File: src/rtl/dbus_timer_pkg.sv
// dbus_timer_pkg: shared constants and types for the dbus interval timer.
//   - register offsets within the 8-byte window
//   - bit indices for CTRL, STATUS and CMD
//   - reset values for every architectural register
package dbus_timer_pkg;

    // Register offsets relative to BASE_ADDR
    localparam logic [2:0] OFF_CTRL     = 3'd0;
    localparam logic [2:0] OFF_PRESCALE = 3'd1;
    localparam logic [2:0] OFF_PERIOD_L = 3'd2;
    localparam logic [2:0] OFF_PERIOD_H = 3'd3;
    localparam logic [2:0] OFF_SNAP_L   = 3'd4;
    localparam logic [2:0] OFF_SNAP_H   = 3'd5;
    localparam logic [2:0] OFF_STATUS   = 3'd6;
    localparam logic [2:0] OFF_CMD      = 3'd7;

    // CTRL bits
    localparam int CTRL_EN          = 0;
    localparam int CTRL_AUTO_RELOAD = 1;
    localparam int CTRL_IRQ_EN      = 2;

    // STATUS bits
    localparam int STATUS_EXPIRED = 0;
    localparam int STATUS_RUNNING = 1;

    // CMD bits
    localparam int CMD_RESTART = 0;
    localparam int CMD_SNAP    = 1;

    // CTRL storage; field order puts en at bit 0 so a byte slice casts directly
    typedef struct packed {
        logic irq_en;
        logic auto_reload;
        logic en;
    } ctrl_t;

    // Reset values
    localparam ctrl_t       CTRL_RST     = '0;
    localparam logic [7:0]  PRESCALE_RST = 8'h00;
    localparam logic [15:0] PERIOD_RST   = 16'h0000;
    localparam logic [15:0] COUNT_RST    = 16'h0000;
    localparam logic [15:0] SNAP_RST     = 16'h0000;
    localparam logic        EXPIRED_RST  = 1'b0;
    localparam logic [7:0]  DOUT_RST     = 8'h00;

    // Decode a written CTRL byte; bits 7:3 are not stored
    function automatic ctrl_t ctrl_from_byte(input logic [7:0] b);
        ctrl_t c;
        c.en          = b[CTRL_EN];
        c.auto_reload = b[CTRL_AUTO_RELOAD];
        c.irq_en      = b[CTRL_IRQ_EN];
        return c;
    endfunction

endpackage

File: src/rtl/dbus_timer_if.sv
// dbus_timer_if: data-bus signals between the dbus master and a slave.
//   Addr  master->slave  bus address
//   Din   master->slave  write data
//   Wr    master->slave  write strobe (one write per rising edge while high)
//   Dout  slave->master  registered read data
//   Irq   slave->master  registered level interrupt
interface dbus_timer_if #(
    parameter int ADDR_WIDTH = 8,
    parameter int DATA_WIDTH = 8
);
    logic [ADDR_WIDTH-1:0] Addr;
    logic [DATA_WIDTH-1:0] Din;
    logic                  Wr;
    logic [DATA_WIDTH-1:0] Dout;
    logic                  Irq;

    modport master (output Addr, Din, Wr, input Dout, Irq);
    modport slave  (input Addr, Din, Wr, output Dout, Irq);
endinterface

File: src/rtl/dbus_timer_prescaler.sv
// dbus_timer_prescaler: 8-bit clock divider for the timer.
//   Clk, Rst_n  clock, async active-low reset
//   en          count enable; when low the counter holds its value
//   clr         synchronous clear, takes priority over en
//   prescale    terminal value; tick fires once every prescale+1 enabled clocks
//   tick        one-cycle pulse while the counter sits on prescale and en=1
module dbus_timer_prescaler (
    input  logic       Clk,
    input  logic       Rst_n,
    input  logic       en,
    input  logic       clr,
    input  logic [7:0] prescale,
    output logic       tick
);
    logic [7:0] cnt;
    logic       hit;

    // If prescale is lowered below cnt, cnt runs on through 255 and wraps
    // to 0 before it can match again.
    assign hit  = (cnt == prescale);
    assign tick = en & hit;

    always_ff @(posedge Clk or negedge Rst_n) begin
        if (!Rst_n) begin
            cnt <= 8'h00;
        end else if (clr) begin
            cnt <= 8'h00;
        end else if (en) begin
            cnt <= hit ? 8'h00 : cnt + 8'h01;
        end
    end
endmodule

File: src/rtl/dbus_timer.sv
// dbus_timer: register-mapped 16-bit interval timer on the dbus.
//   Clk, Rst_n  clock, async active-low reset
//   bus         dbus slave port (Addr, Din, Wr in; Dout, Irq out)
// Eight byte registers at BASE_ADDR..BASE_ADDR+7: CTRL, PRESCALE, PERIOD_L/H,
// SNAP_L/H, STATUS, CMD. COUNT advances on each prescaler tick; when it has
// reached PERIOD the tick sets sticky EXPIRED and either reloads COUNT to 0 or
// stops the timer. Dout is the registered read mux (1-cycle read latency).
module dbus_timer
    import dbus_timer_pkg::*;
#(
    parameter int                    ADDR_WIDTH = 8,
    parameter int                    DATA_WIDTH = 8,
    parameter logic [ADDR_WIDTH-1:0] BASE_ADDR  = 'h10
) (
    input  logic         Clk,
    input  logic         Rst_n,
    dbus_timer_if.slave  bus
);
    // ---------------- address decode ----------------
    logic [ADDR_WIDTH-1:0] off;
    logic                  hit;
    logic [2:0]            reg_sel;
    logic                  wr_sel;
    logic [7:0]            din;

    // Subtracting the base lets one compare cover both ends of the window:
    // addresses below BASE_ADDR wrap to large offsets and fall outside.
    assign off     = bus.Addr - BASE_ADDR;
    assign hit     = (off[ADDR_WIDTH-1:3] == '0);
    assign reg_sel = off[2:0];
    assign wr_sel  = bus.Wr & hit;
    assign din     = bus.Din[7:0];

    logic wr_ctrl, wr_prescale, wr_period_l, wr_period_h, wr_status, wr_cmd;
    assign wr_ctrl     = wr_sel && (reg_sel == OFF_CTRL);
    assign wr_prescale = wr_sel && (reg_sel == OFF_PRESCALE);
    assign wr_period_l = wr_sel && (reg_sel == OFF_PERIOD_L);
    assign wr_period_h = wr_sel && (reg_sel == OFF_PERIOD_H);
    assign wr_status   = wr_sel && (reg_sel == OFF_STATUS);
    assign wr_cmd      = wr_sel && (reg_sel == OFF_CMD);

    logic restart, snap_req, w1c_expired;
    assign restart     = wr_cmd & din[CMD_RESTART];
    assign snap_req    = wr_cmd & din[CMD_SNAP];
    assign w1c_expired = wr_status & din[STATUS_EXPIRED];

    // ---------------- state ----------------
    ctrl_t       ctrl, ctrl_nxt;
    logic [7:0]  prescale;
    logic [15:0] period;
    logic [15:0] count, count_nxt;
    logic [15:0] snap;
    logic        expired;
    logic        tick;
    logic        expire;
    logic        auto_disable;

    dbus_timer_prescaler u_psc (
        .Clk      (Clk),
        .Rst_n    (Rst_n),
        .en       (ctrl.en),
        .clr      (restart),
        .prescale (prescale),
        .tick     (tick)
    );

    // COUNT update. RESTART outranks a coincident tick, so that tick neither
    // advances COUNT nor expires. The >= compare makes a PERIOD written below
    // COUNT expire on the next tick instead of wrapping through 65535.
    always_comb begin
        expire    = 1'b0;
        count_nxt = count;
        if (restart) begin
            count_nxt = 16'h0000;
        end else if (tick) begin
            if (count >= period) begin
                expire = 1'b1;
                if (ctrl.auto_reload) count_nxt = 16'h0000;
            end else begin
                count_nxt = count + 16'h0001;
            end
        end
    end

    assign auto_disable = expire & ~ctrl.auto_reload;

    // One-shot expiry clears EN after any same-cycle CTRL write is applied,
    // so a coincident write of EN=0 and the auto-disable agree.
    always_comb begin
        ctrl_nxt = ctrl;
        if (wr_ctrl) ctrl_nxt = ctrl_from_byte(din);
        if (auto_disable) ctrl_nxt.en = 1'b0;
    end

    // ---------------- read mux ----------------
    logic [7:0] rbyte;

    always_comb begin
        rbyte = 8'h00;
        if (hit) begin
            case (reg_sel)
                OFF_CTRL:     rbyte = {5'b00000, ctrl};
                OFF_PRESCALE: rbyte = prescale;
                OFF_PERIOD_L: rbyte = period[7:0];
                OFF_PERIOD_H: rbyte = period[15:8];
                OFF_SNAP_L:   rbyte = snap[7:0];
                OFF_SNAP_H:   rbyte = snap[15:8];
                OFF_STATUS: begin
                    rbyte[STATUS_EXPIRED] = expired;
                    rbyte[STATUS_RUNNING] = ctrl.en;
                end
                OFF_CMD:      rbyte = 8'h00;
                default:      rbyte = 8'h00;
            endcase
        end
    end

    // ---------------- registers ----------------
    always_ff @(posedge Clk or negedge Rst_n) begin
        if (!Rst_n) begin
            ctrl     <= CTRL_RST;
            prescale <= PRESCALE_RST;
            period   <= PERIOD_RST;
            count    <= COUNT_RST;
            snap     <= SNAP_RST;
            expired  <= EXPIRED_RST;
            bus.Dout <= DATA_WIDTH'(DOUT_RST);
            bus.Irq  <= 1'b0;
        end else begin
            ctrl  <= ctrl_nxt;
            count <= count_nxt;
            if (wr_prescale) prescale     <= din;
            if (wr_period_l) period[7:0]  <= din;
            if (wr_period_h) period[15:8] <= din;
            // Captures COUNT as it stood before this edge's tick or restart
            if (snap_req) snap <= count;
            // Set outranks the write-1-to-clear
            if (expire)           expired <= 1'b1;
            else if (w1c_expired) expired <= 1'b0;
            bus.Dout <= DATA_WIDTH'(rbyte);
            bus.Irq  <= expired & ctrl.irq_en;
        end
    end
endmodule

File: src/flat_wrapper.sv
// flat-port wrapper written by rule: the top's interface ports become plain ports
module dbus_timer_flat import dbus_timer_pkg::*;
#(
    parameter int                    ADDR_WIDTH = 8,
    parameter int                    DATA_WIDTH = 8,
    parameter logic [ADDR_WIDTH-1:0] BASE_ADDR  = 'h10
)
  (Clk, Rst_n, bus_Addr, bus_Din, bus_Wr, bus_Dout, bus_Irq);
  dbus_timer_if #(.ADDR_WIDTH(ADDR_WIDTH), .DATA_WIDTH(DATA_WIDTH)) bus_i ();
  input  logic Clk;
  input  logic Rst_n;
  input wire logic [$bits(bus_i.Addr)-1:0] bus_Addr;
  input wire logic [$bits(bus_i.Din)-1:0] bus_Din;
  input wire logic [$bits(bus_i.Wr)-1:0] bus_Wr;
  output wire logic [$bits(bus_i.Dout)-1:0] bus_Dout;
  output wire logic [$bits(bus_i.Irq)-1:0] bus_Irq;
  assign bus_i.Addr = bus_Addr;
  assign bus_i.Din = bus_Din;
  assign bus_i.Wr = bus_Wr;
  assign bus_Dout = bus_i.Dout;
  assign bus_Irq = bus_i.Irq;
  dbus_timer #(.ADDR_WIDTH(ADDR_WIDTH), .DATA_WIDTH(DATA_WIDTH), .BASE_ADDR(BASE_ADDR)) u_core (.Clk(Clk), .Rst_n(Rst_n), .bus(bus_i));
endmodule
File: config.mk
export PLATFORM = sky130hd
export DESIGN_NAME = dbus_timer_flat
export DESIGN_NICKNAME = d
export VERILOG_FILES = /design/src/rtl/dbus_timer_pkg.sv /design/src/rtl/dbus_timer_if.sv /design/src/rtl/dbus_timer_prescaler.sv /design/src/rtl/dbus_timer.sv /design/src/flat_wrapper.sv
export SDC_FILE = /design/constraint.sdc
export NUM_CORES = 1
export LEC_CHECK = 0
export CAP_MARGIN = 30
export CORE_AREA = 3 3 122 112
export CTS_CLUSTER_DIAMETER = 80
export DETAILED_ROUTE_END_ITERATION = 10
export DIE_AREA = 0 0 125 115
export PLACE_DENSITY = 0.6
export SLEW_MARGIN = 10
export SYNTH_ARGS = -nofsm -noshare
export SYNTH_HDL_FRONTEND = slang
export SYNTH_SLANG_ARGS = --single-unit
export TNS_END_PERCENT = 30
File: constraint.sdc
create_clock -name Clk -period 4.4 [get_ports Clk]
set_input_delay 0.88 -clock Clk [delete_from_list [all_inputs] [get_ports Clk]]
set_output_delay 0.88 -clock Clk [all_outputs]
set_load 0.02 [all_outputs]
==> results of run 1 <==
## registers in the layout, indices dropped and copies added, names as in the netlist, 3 cells and up
name,flops
u_core.prescale,8
u_core.ctrl,3
u_core.u_psc.cnt,8
u_core.bus.Dout,8
u_core.snap,16
u_core.period,16
u_core.count,16
## where the power goes
part	internal (mW)	switching, mW
combinational	0.0804	0.109
sequential	0.740	0.0344
clock	0.479	0.271
## per-stage QoR
stage	hold slack (ns)	cell area, um2
after floorplan	0.466	4340
after global placement	0.490	4720
after detailed placement	0.496	4750
after CTS	0.407	5050
after global routing	0.420	5050
final	0.409	5050
## cells by family (layout without fill, tap and decap cells)
kind of cell / Yosys count / count (layout) / synth area share
AOI/OAI and AO/OA: 94 / 94 / 0.142
xor gates and xnor gates: 12 / 12 / 0.0242
adders and majority gates: 19 / 19 / 0.0548
buffers and inverters: 55 / 80 / 0.0557
DFF: 77 / 77 / 0.444
muxes: 45 / 45 / 0.119
and+or+nand+nor: 132 / 132 / 0.159
## per-layer routing
metal,vias up,GRT usage,part of all wire
li1,1590,-,-
met1,1669,0.211,0.47
met5,-,0,0
met4,0,0.0592,0.011
met2,92,0.240,0.46
met3,6,0.0325,0.059
## layout by cell type (no fill, tap or decap), types with 9 or more instances in the layout
cell / instances
mux2_2: 34
clkbuf_16: 9
nor2_1: 31
dfrtp_1: 77
o211ai_1: 12
nand2_1: 37
ha_1: 19
mux2i_1: 9
a21oi_1: 10
xor2_1: 11
o21ai_0: 35
clkdlybuf4s50_1: 26
inv_1: 35
nand3_1: 21
## cell type report
cell class,instances,share of cell area
Timing Repair Buffer,31,0.0629
Multi-Input combinational cell,302,0.430
Clock buffer,13,0.0535
Tap cell,164,0.0406
Clock inverter,1,0.00594
Sequential cell,77,0.381
Inverter,35,0.0260
## critical path, cell delays in order
cell and delay (ns):
clkdlybuf4s50_1 1.00, buf_4 0.34, and3_1 0.66, mux2_2 0.41
## worst paths after layout
kind | from | to | slack (ns) | depth (start not counted)
max | bus_Addr[0] | u_core.snap[13] | 1.31 | 4
min | Rst_n | u_core.count[12] | 0.41 | 1
max reg2reg | u_core.count[13] | u_core.expired | 1.55 | 7
min reg2reg | u_core.snap[11] | u_core.snap[11] | 0.50 | 1
max in group asynchronous | Rst_n | u_core.snap[10] | 3.40 | 2
min in group Clk | u_core.snap[11] | u_core.snap[11] | 0.50 | 1
==> run summary, run 1 <==
Final core utilization - 0.401
Clock sinks - 77
Fin cells - 623
Register area - 1930 um2
Vias in the first global route - 3,336
Fmax - 324 MHz
Placer congestion estimate - 0.824
I/O Buffers - 27
Worst skew pair latency - 0.34 ns
CTS resizes - 0
Post-Syn Area - 4340 um2
Async set or reset register ratio after synthesis - 1.00
Total wire length - 10,500 um
Post-CTS setup buffer count - 0
Synth unique cells - 55
Startpoint Class - input pin
Post-Syn Nets - 472
Worst slew pin tran - 0.811 ns
Final net count - 494
GRT overflow - 0
Total CTS buffers - 9
Unrepaired setup endpoints after global routing - no
Via count - 3,357
HPWL after detailed placement - 7770 um
Final Slew Violations - 0
Predominant post-synthesis flop cell - dfrtp_1
Share of layout cells above drive strength 1 - 0.144
Final setup margin - 1.31 ns
Final Power - 1.71 mW
Row cnt - 39
Synth top area cells - dfrtp_1 44%, mux2_2 8.8%, ha_1 5.5%, o21ai_0 4.0%, nand2_1 3.2%
Clock Path Buffers - 2
Syn Inst Count - 434
HP Class - in -> async
First-pass GRT wire length - 17,500 um
Pwr dens - 339 nW/um2
EDFF count, synth - 0
Initial Util - 0.345
Synth top area share - 0.444
CP Class - in -> reg
Crit-path max FO - 21
Worst-path clk slew - 0.06 ns
VDD IR max - 178 uV
Pleak - 2.25 nW
Max-slew headroom - 0.458
Die Y - 115 um
Status - finished, final reports clean
Syn avg cell area - 10.0 um2
Setup TNS - 0 ns
Top post-synthesis cells by count - 77 x dfrtp_1, 37 x nand2_1, 35 x inv_1, 35 x o21ai_0, 34 x mux2_2
Post-layout minimum cycle time - 3.09 ns
WP data arrival - 3.31 ns
Largest net degree at the start of global routing - 63
WL per Instance - 16.9 um
DRC - 0
Hold Violations, Final - 0
Total GRT Usage - 0.154
Die ar. - 14,400 um2
Die X - 125 um
Post-route antenna net violation count - 0
Final setup fails - 0
Critical Path Sink Type - flip-flop
Initial antenna violation count - 0
Root Driver - clkbuf_16
IO Pins - 28
Clock skew - 0.00652 ns
Top-count cell post-synth - dfrtp_1
# fillers - 1,229
Seq cells post-synth - 77
DP Worst Slack - 0.984 ns
Synth warnings - 0
Drt via density - 5.39
Area leader, netlist - dfrtp_1
Initial detailed-routing violation count - 226
H-tree Lvls - 3
Core area - 12,600 um2
Initial DRT Pass Iterations - 5
CTS tree - done
Hold-fix buffers, CTS - 0
Antenna cells - 0
Max_cap viols - 0
Critical path data required time - 4.62 ns
Inst Count DP - 609
Crit share post-route - 0.702
Multi-input logic area - 2170 um2
Sequential share of the synthesized area - 0.444
Synthesis-to-finish area growth - 16.4%
Note: power is estimated with default switching activity, not from simulation.
==> run 2: changes to the inputs <==
==> constraint.sdc (replaced) <==
create_clock -name Clk -period 3 [get_ports Clk]
set_input_delay 0.6 -clock Clk [delete_from_list [all_inputs] [get_ports Clk]]
set_output_delay 0.6 -clock Clk [all_outputs]
set_load 0.02 [all_outputs]
==> run summary, run 2 (synthesis results as in run 1) <==
Final Power - 2.66 mW
Antenna cells - 0
Final core utilization - 0.415
Clock Path Buffers - 2
Max_cap viols - 0
IO Pins - 28
Clk pwr share - 0.469
Max-slew headroom - 0.638
Worst path top cell family by delay - simple AND/OR/NAND/NOR gates
Critical Path Sink Type - flip-flop
Largest net degree at the start of global routing - 78
Final setup fails - 0
DP Worst Slack - 0.0316 ns
Part of the power in registers - 0.426
Worst slew pin tran - 0.538 ns
Commonest non-fill, non-tap cell in the layout - dfrtp_1
HP Class - in -> async
Crit share post-route - 0.868
Drt via density - 5.35
Setup TNS - 0 ns
Internal power - 2.04 mW
CP bufs+invs - 2
Row cnt - 39
Clock sinks - 77
Synthesis-to-finish area growth - 20.3%
Final instance area - 5220 um2
GRT overflow - 0
Placer congestion estimate - 0.877
Sw frac - 0.235
Hold-fix buffers, CTS - 0
Worst reg2reg endpoint - u_core.count[4]
Net load switching power - 0.625 mW
Worst hold slack - 0.153 ns
Core area - 12,600 um2
Final Slew Violations - 0
Via count - 3,422
I/O Buffers - 27
Worst Reg-to-Reg Cells - 8
First-pass GRT wire length - 17,200 um
Worst-path clk slew - 0.06 ns
Reg-to-reg startpoint - u_core.count[13]
Final setup margin - 0.396 ns
Pleak - 2.35 nW
Critical Path Start - bus_Addr[4]
Critical path's slowest cell - clkdlybuf4s50_1
Final net count - 509
Post-layout minimum cycle time - 2.60 ns
WP data arrival - 2.81 ns
Total CTS buffers - 9
Die X - 125 um
Total GRT Usage - 0.152
Flop2flop setup slack - 0.40 ns
CTS tree - done
Clock skew - 0.00728 ns
Vias in the first global route - 3,317
VDD IR max - 276 uV
Initial detailed-routing violation count - 238
Fin cells - 640
Total wire length - 10,500 um
Pwr dens - 511 nW/um2
CTS resizes - 0
Critical Path End - u_core.count[6]
Die Y - 115 um
WL per Instance - 16.5 um
Crit-path max FO - 13
Root Driver - clkbuf_16
H-tree Lvls - 3
Initial DRT Pass Iterations - 4
Critical path depth - 8
Initial Util - 0.345
Comb power frac - 0.105
Post-CTS setup buffer count - 0
Post-route antenna net violation count - 0
HPWL after detailed placement - 7890 um
Largest regs - u_core.count x16, u_core.period x16, u_core.snap x16
Hold Violations, Final - 0
Cell Chain, Critical Path - clkdlybuf4s50_1 -> inv_1 -> ha_1 -> xnor2_1 -> nand3_2 -> or3_1 -> a31oi_4 -> o21ai_0
Status - finished, final reports clean
CP Class - in -> reg
Die ar. - 14,400 um2
Placed Instance Area - 4850 um2
Inst Count DP - 623
Critical path data required time - 3.21 ns
Share of layout cells above drive strength 1 - 0.172
DRC - 0
Fmax - 384 MHz
# fillers - 1,201
Worst skew pair latency - 0.34 ns
Commonest non-fill, non-tap cells in the layout - 77 x dfrtp_1, 37 x nand2_1, 35 x inv_1, 35 x o21ai_0, 34 x mux2_2
Crit-path max cell delay - 0.47 ns
Startpoint Class - input pin
Unrepaired setup endpoints after global routing - no
Initial antenna violation count - 1
[run 2: changes by cell type in the layout (fill, tap and decap cells not counted)]
| cell | previous run | this run |
|---|---|---|
| buf_12 | 0 | 1 |
| buf_4 | 4 | 18 |
| bufinv_16 | 1 | 3 |
| clkbuf_1 | 1 | 2 |
| clkbuf_8 | 3 | 1 |
| clkinv_2 | 0 | 1 |
[run 2: power groups by stage]
| stage | Combinational [mW] | Sequential, mW | Clock (mW) |
|---|---|---|---|
| after floorplan | 0.192 | 1.14 | 0 |
| after global placement | 0.268 | 1.15 | 0 |
| after detailed placement | 0.274 | 1.16 | 0 |
| after CTS | 0.278 | 1.14 | 1.27 |
| after global routing | 0.312 | 1.14 | 1.32 |
| final | 0.279 | 1.14 | 1.25 |
[run 2: worst min path at each step]
stage | to | cells past startpoint | slack [ns] | start
2_1_floorplan | u_core.bus.Dout[0] | 0 | 0.30 | Rst_n
3_3_place_gp | u_core.snap[2] | 1 | 0.49 | u_core.snap[2]
3_5_place_dp | u_core.snap[0] | 1 | 0.50 | u_core.snap[0]
4_1_cts | u_core.period[2] | 1 | 0.47 | Rst_n
5_1_grt | u_core.period[6] | 1 | 0.15 | Rst_n
6_report | u_core.period[6] | 1 | 0.15 | Rst_n
[run 2: layout make-up]
class                      count  area, um2  share of cell area
multi-input combinational    302       2170               0.416
timing repair buffer          46        443              0.0849
tap                          164        205              0.0393
sequential                    77       1930               0.369
inverter                      35        131              0.0252
clock buffer                  12        246              0.0472
clock inverter                 4       95.1              0.0182
[run 2: worst reg2reg max path, cell delays in order, from the launching register on]
cell and delay (ns):
dfrtp_1 0.46, ha_1 0.35, a21o_1 0.18, a21o_1 0.18, a2111oi_2 0.42, o21a_1 0.48, buf_4 0.24, nand4_1 0.09
o211ai_1 0.11
[run 2: per-layer routing]
layer | GRT usage | routed length (um) | up-vias
met3 | 0.0451 | 587 | 19
met2 | 0.235 | 4810 | 81
met1 | 0.200 | 4910 | 1688
li1 | - | - | 1632
met4 | 0.0643 | 208 | 2
met5 | 0 | 13 | -
==> run 3: changes to the inputs <==
--- a/config.mk
+++ b/config.mk
@@ -10,7 +10,9 @@
 export CTS_CLUSTER_DIAMETER = 80
 export DETAILED_ROUTE_END_ITERATION = 10
 export DIE_AREA = 0 0 125 115
+export GPL_TIMING_DRIVEN = 0
 export PLACE_DENSITY = 0.6
+export SKIP_LAST_GASP = 1
 export SLEW_MARGIN = 10
 export SYNTH_ARGS = -nofsm -noshare
 export SYNTH_HDL_FRONTEND = slang
==> run summary, run 3 (synthesis results as in run 1) <==
Core area - 12,600 um2
CP bufs+invs - 2
WP data arrival - 2.97 ns
Drt via density - 5.34
Cell Chain, Critical Path - clkdlybuf4s50_1 -> inv_1 -> ha_1 -> xnor2_1 -> nand3_2 -> nor3_4 -> o21ai_2 -> or3_1 -> a21oi_1
First-pass GRT wire length - 17,500 um
Via count - 3,417
Final instance area - 5150 um2
Post-layout minimum cycle time - 2.71 ns
Clock Path Buffers - 2
Synthesis-to-finish area growth - 18.8%
Clock skew - 0.00747 ns
VDD IR max - 247 uV
Die X - 125 um
Die Y - 115 um
Fin cells - 640
Total CTS buffers - 9
Final setup fails - 0
Status - finished, final reports clean
IO Pins - 28
Inst Count DP - 624
Post-route antenna net violation count - 0
Critical path data required time - 3.26 ns
Critical Path Sink Type - flip-flop
Setup TNS - 0 ns
Root Driver - clkbuf_16
Commonest non-fill, non-tap cells in the layout - 77 x dfrtp_1, 37 x nand2_1, 35 x inv_1, 35 x o21ai_0, 34 x mux2_2
HPWL after detailed placement - 8070 um
Worst slew pin tran - 0.682 ns
Max-slew headroom - 0.541
Share of layout cells above drive strength 1 - 0.160
Initial detailed-routing violation count - 192
Die ar. - 14,400 um2
Crit share post-route - 0.904
Worst skew pair latency - 0.34 ns
Final Power - 2.66 mW
# fillers - 1,210
Hold-fix buffers, CTS - 0
CP Class - in -> reg
Pwr dens - 516 nW/um2
Post-CTS setup buffer count - 0
Initial antenna violation count - 0
H-tree Lvls - 3
Row cnt - 39
Crit-path max FO - 7
Placer congestion estimate - 0.879
CTS resizes - 0
Unrepaired setup endpoints after global routing - no
Worst path top cell family by delay - simple AND/OR/NAND/NOR gates
Largest net degree at the start of global routing - 41
Initial Util - 0.345
Total wire length - 10,600 um
DRC - 0
I/O Buffers - 25
Final net count - 509
Total GRT Usage - 0.154
Commonest non-fill, non-tap cell in the layout - dfrtp_1
Hold Violations, Final - 0
Startpoint Class - input pin
Largest regs - u_core.count x16, u_core.period x16, u_core.snap x16
Max_cap viols - 0
Fmax - 369 MHz
HP Class - in -> async
Clock sinks - 77
Crit-path max cell delay - 0.46 ns
Antenna cells - 0
CTS tree - done
Final Slew Violations - 0
Initial DRT Pass Iterations - 4
GRT overflow - 0
WL per Instance - 16.6 um
Pleak - 2.32 nW
Vias in the first global route - 3,310
Critical path's slowest cell - clkdlybuf4s50_1
Worst-path clk slew - 0.06 ns
Placed Instance Area - 4810 um2
run 3: cell types whose count changed in the layout (fill, tap and decap cells not counted), sizes merged:
| cell | delta |
|---|---|
| clkbuf | +6 |
| clkdlybuf4s50 | -2 |
| buf | -4 |
run 3: worst paths after layout:
kind / startpoint / endpoint / slack (ns) / cells past startpoint
min: Rst_n / u_core.count[12] / 0.23 / 1
min in group Clk: u_core.snap[12] / u_core.snap[12] / 0.51 / 1
max: bus_Addr[4] / u_core.u_psc.cnt[6] / 0.29 / 9
max reg2reg: u_core.count[13] / u_core.count[4] / 0.47 / 8
max in group asynchronous: Rst_n / u_core.u_psc.cnt[2] / 2.19 / 2
min reg2reg: u_core.snap[12] / u_core.snap[12] / 0.51 / 1
run 3: layout make-up:
cell class                 count  area (um2)  area share
timing repair buffer          26         268      0.0520
inverter                      35         131      0.0255
multi-input combinational    302        2170       0.421
clock buffer                  12         246      0.0478
clock inverter                 4        95.1      0.0185
tap                          164         205      0.0398
buffer                        20         110      0.0214
sequential                    77        1930       0.374
run 3: worst register-to-register path, delay by kind of cell, from the launching register on:
family                   cells  cell delay (ns)
flip-flops                   1             0.47
buffers and inverters        1             0.16
AO/OA/AOI/OAI                6             1.42
adder cells (fa/ha/maj)      1             0.36
run 3: per-stage QoR:
step	utilization	hold WS [ns]	setup slack (ns)
CTS	0.409	0.243	0.273
floorplan	-	0.304	0.689
global route	0.409	0.276	0.0801
detailed placement	0.382	0.496	-0.0638
finish	0.409	0.230	0.288
global placement	0.381	0.490	-1.37
run 3: routing by layer:
layer | part of all wire | vias to the layer above | global-route usage
met4 | 0.024 | 0 | 0.0723
met5 | 0 | - | 0
met3 | 0.061 | 20 | 0.0330
met2 | 0.44 | 89 | 0.225
met1 | 0.47 | 1680 | 0.220
li1 | - | 1628 | -
run 3: power by group:
group / internal (mW) / switching, mW
registers: 1.08 / 0.0440
clock network: 0.834 / 0.407
logic: 0.121 / 0.166
total: 2.04 / 0.617
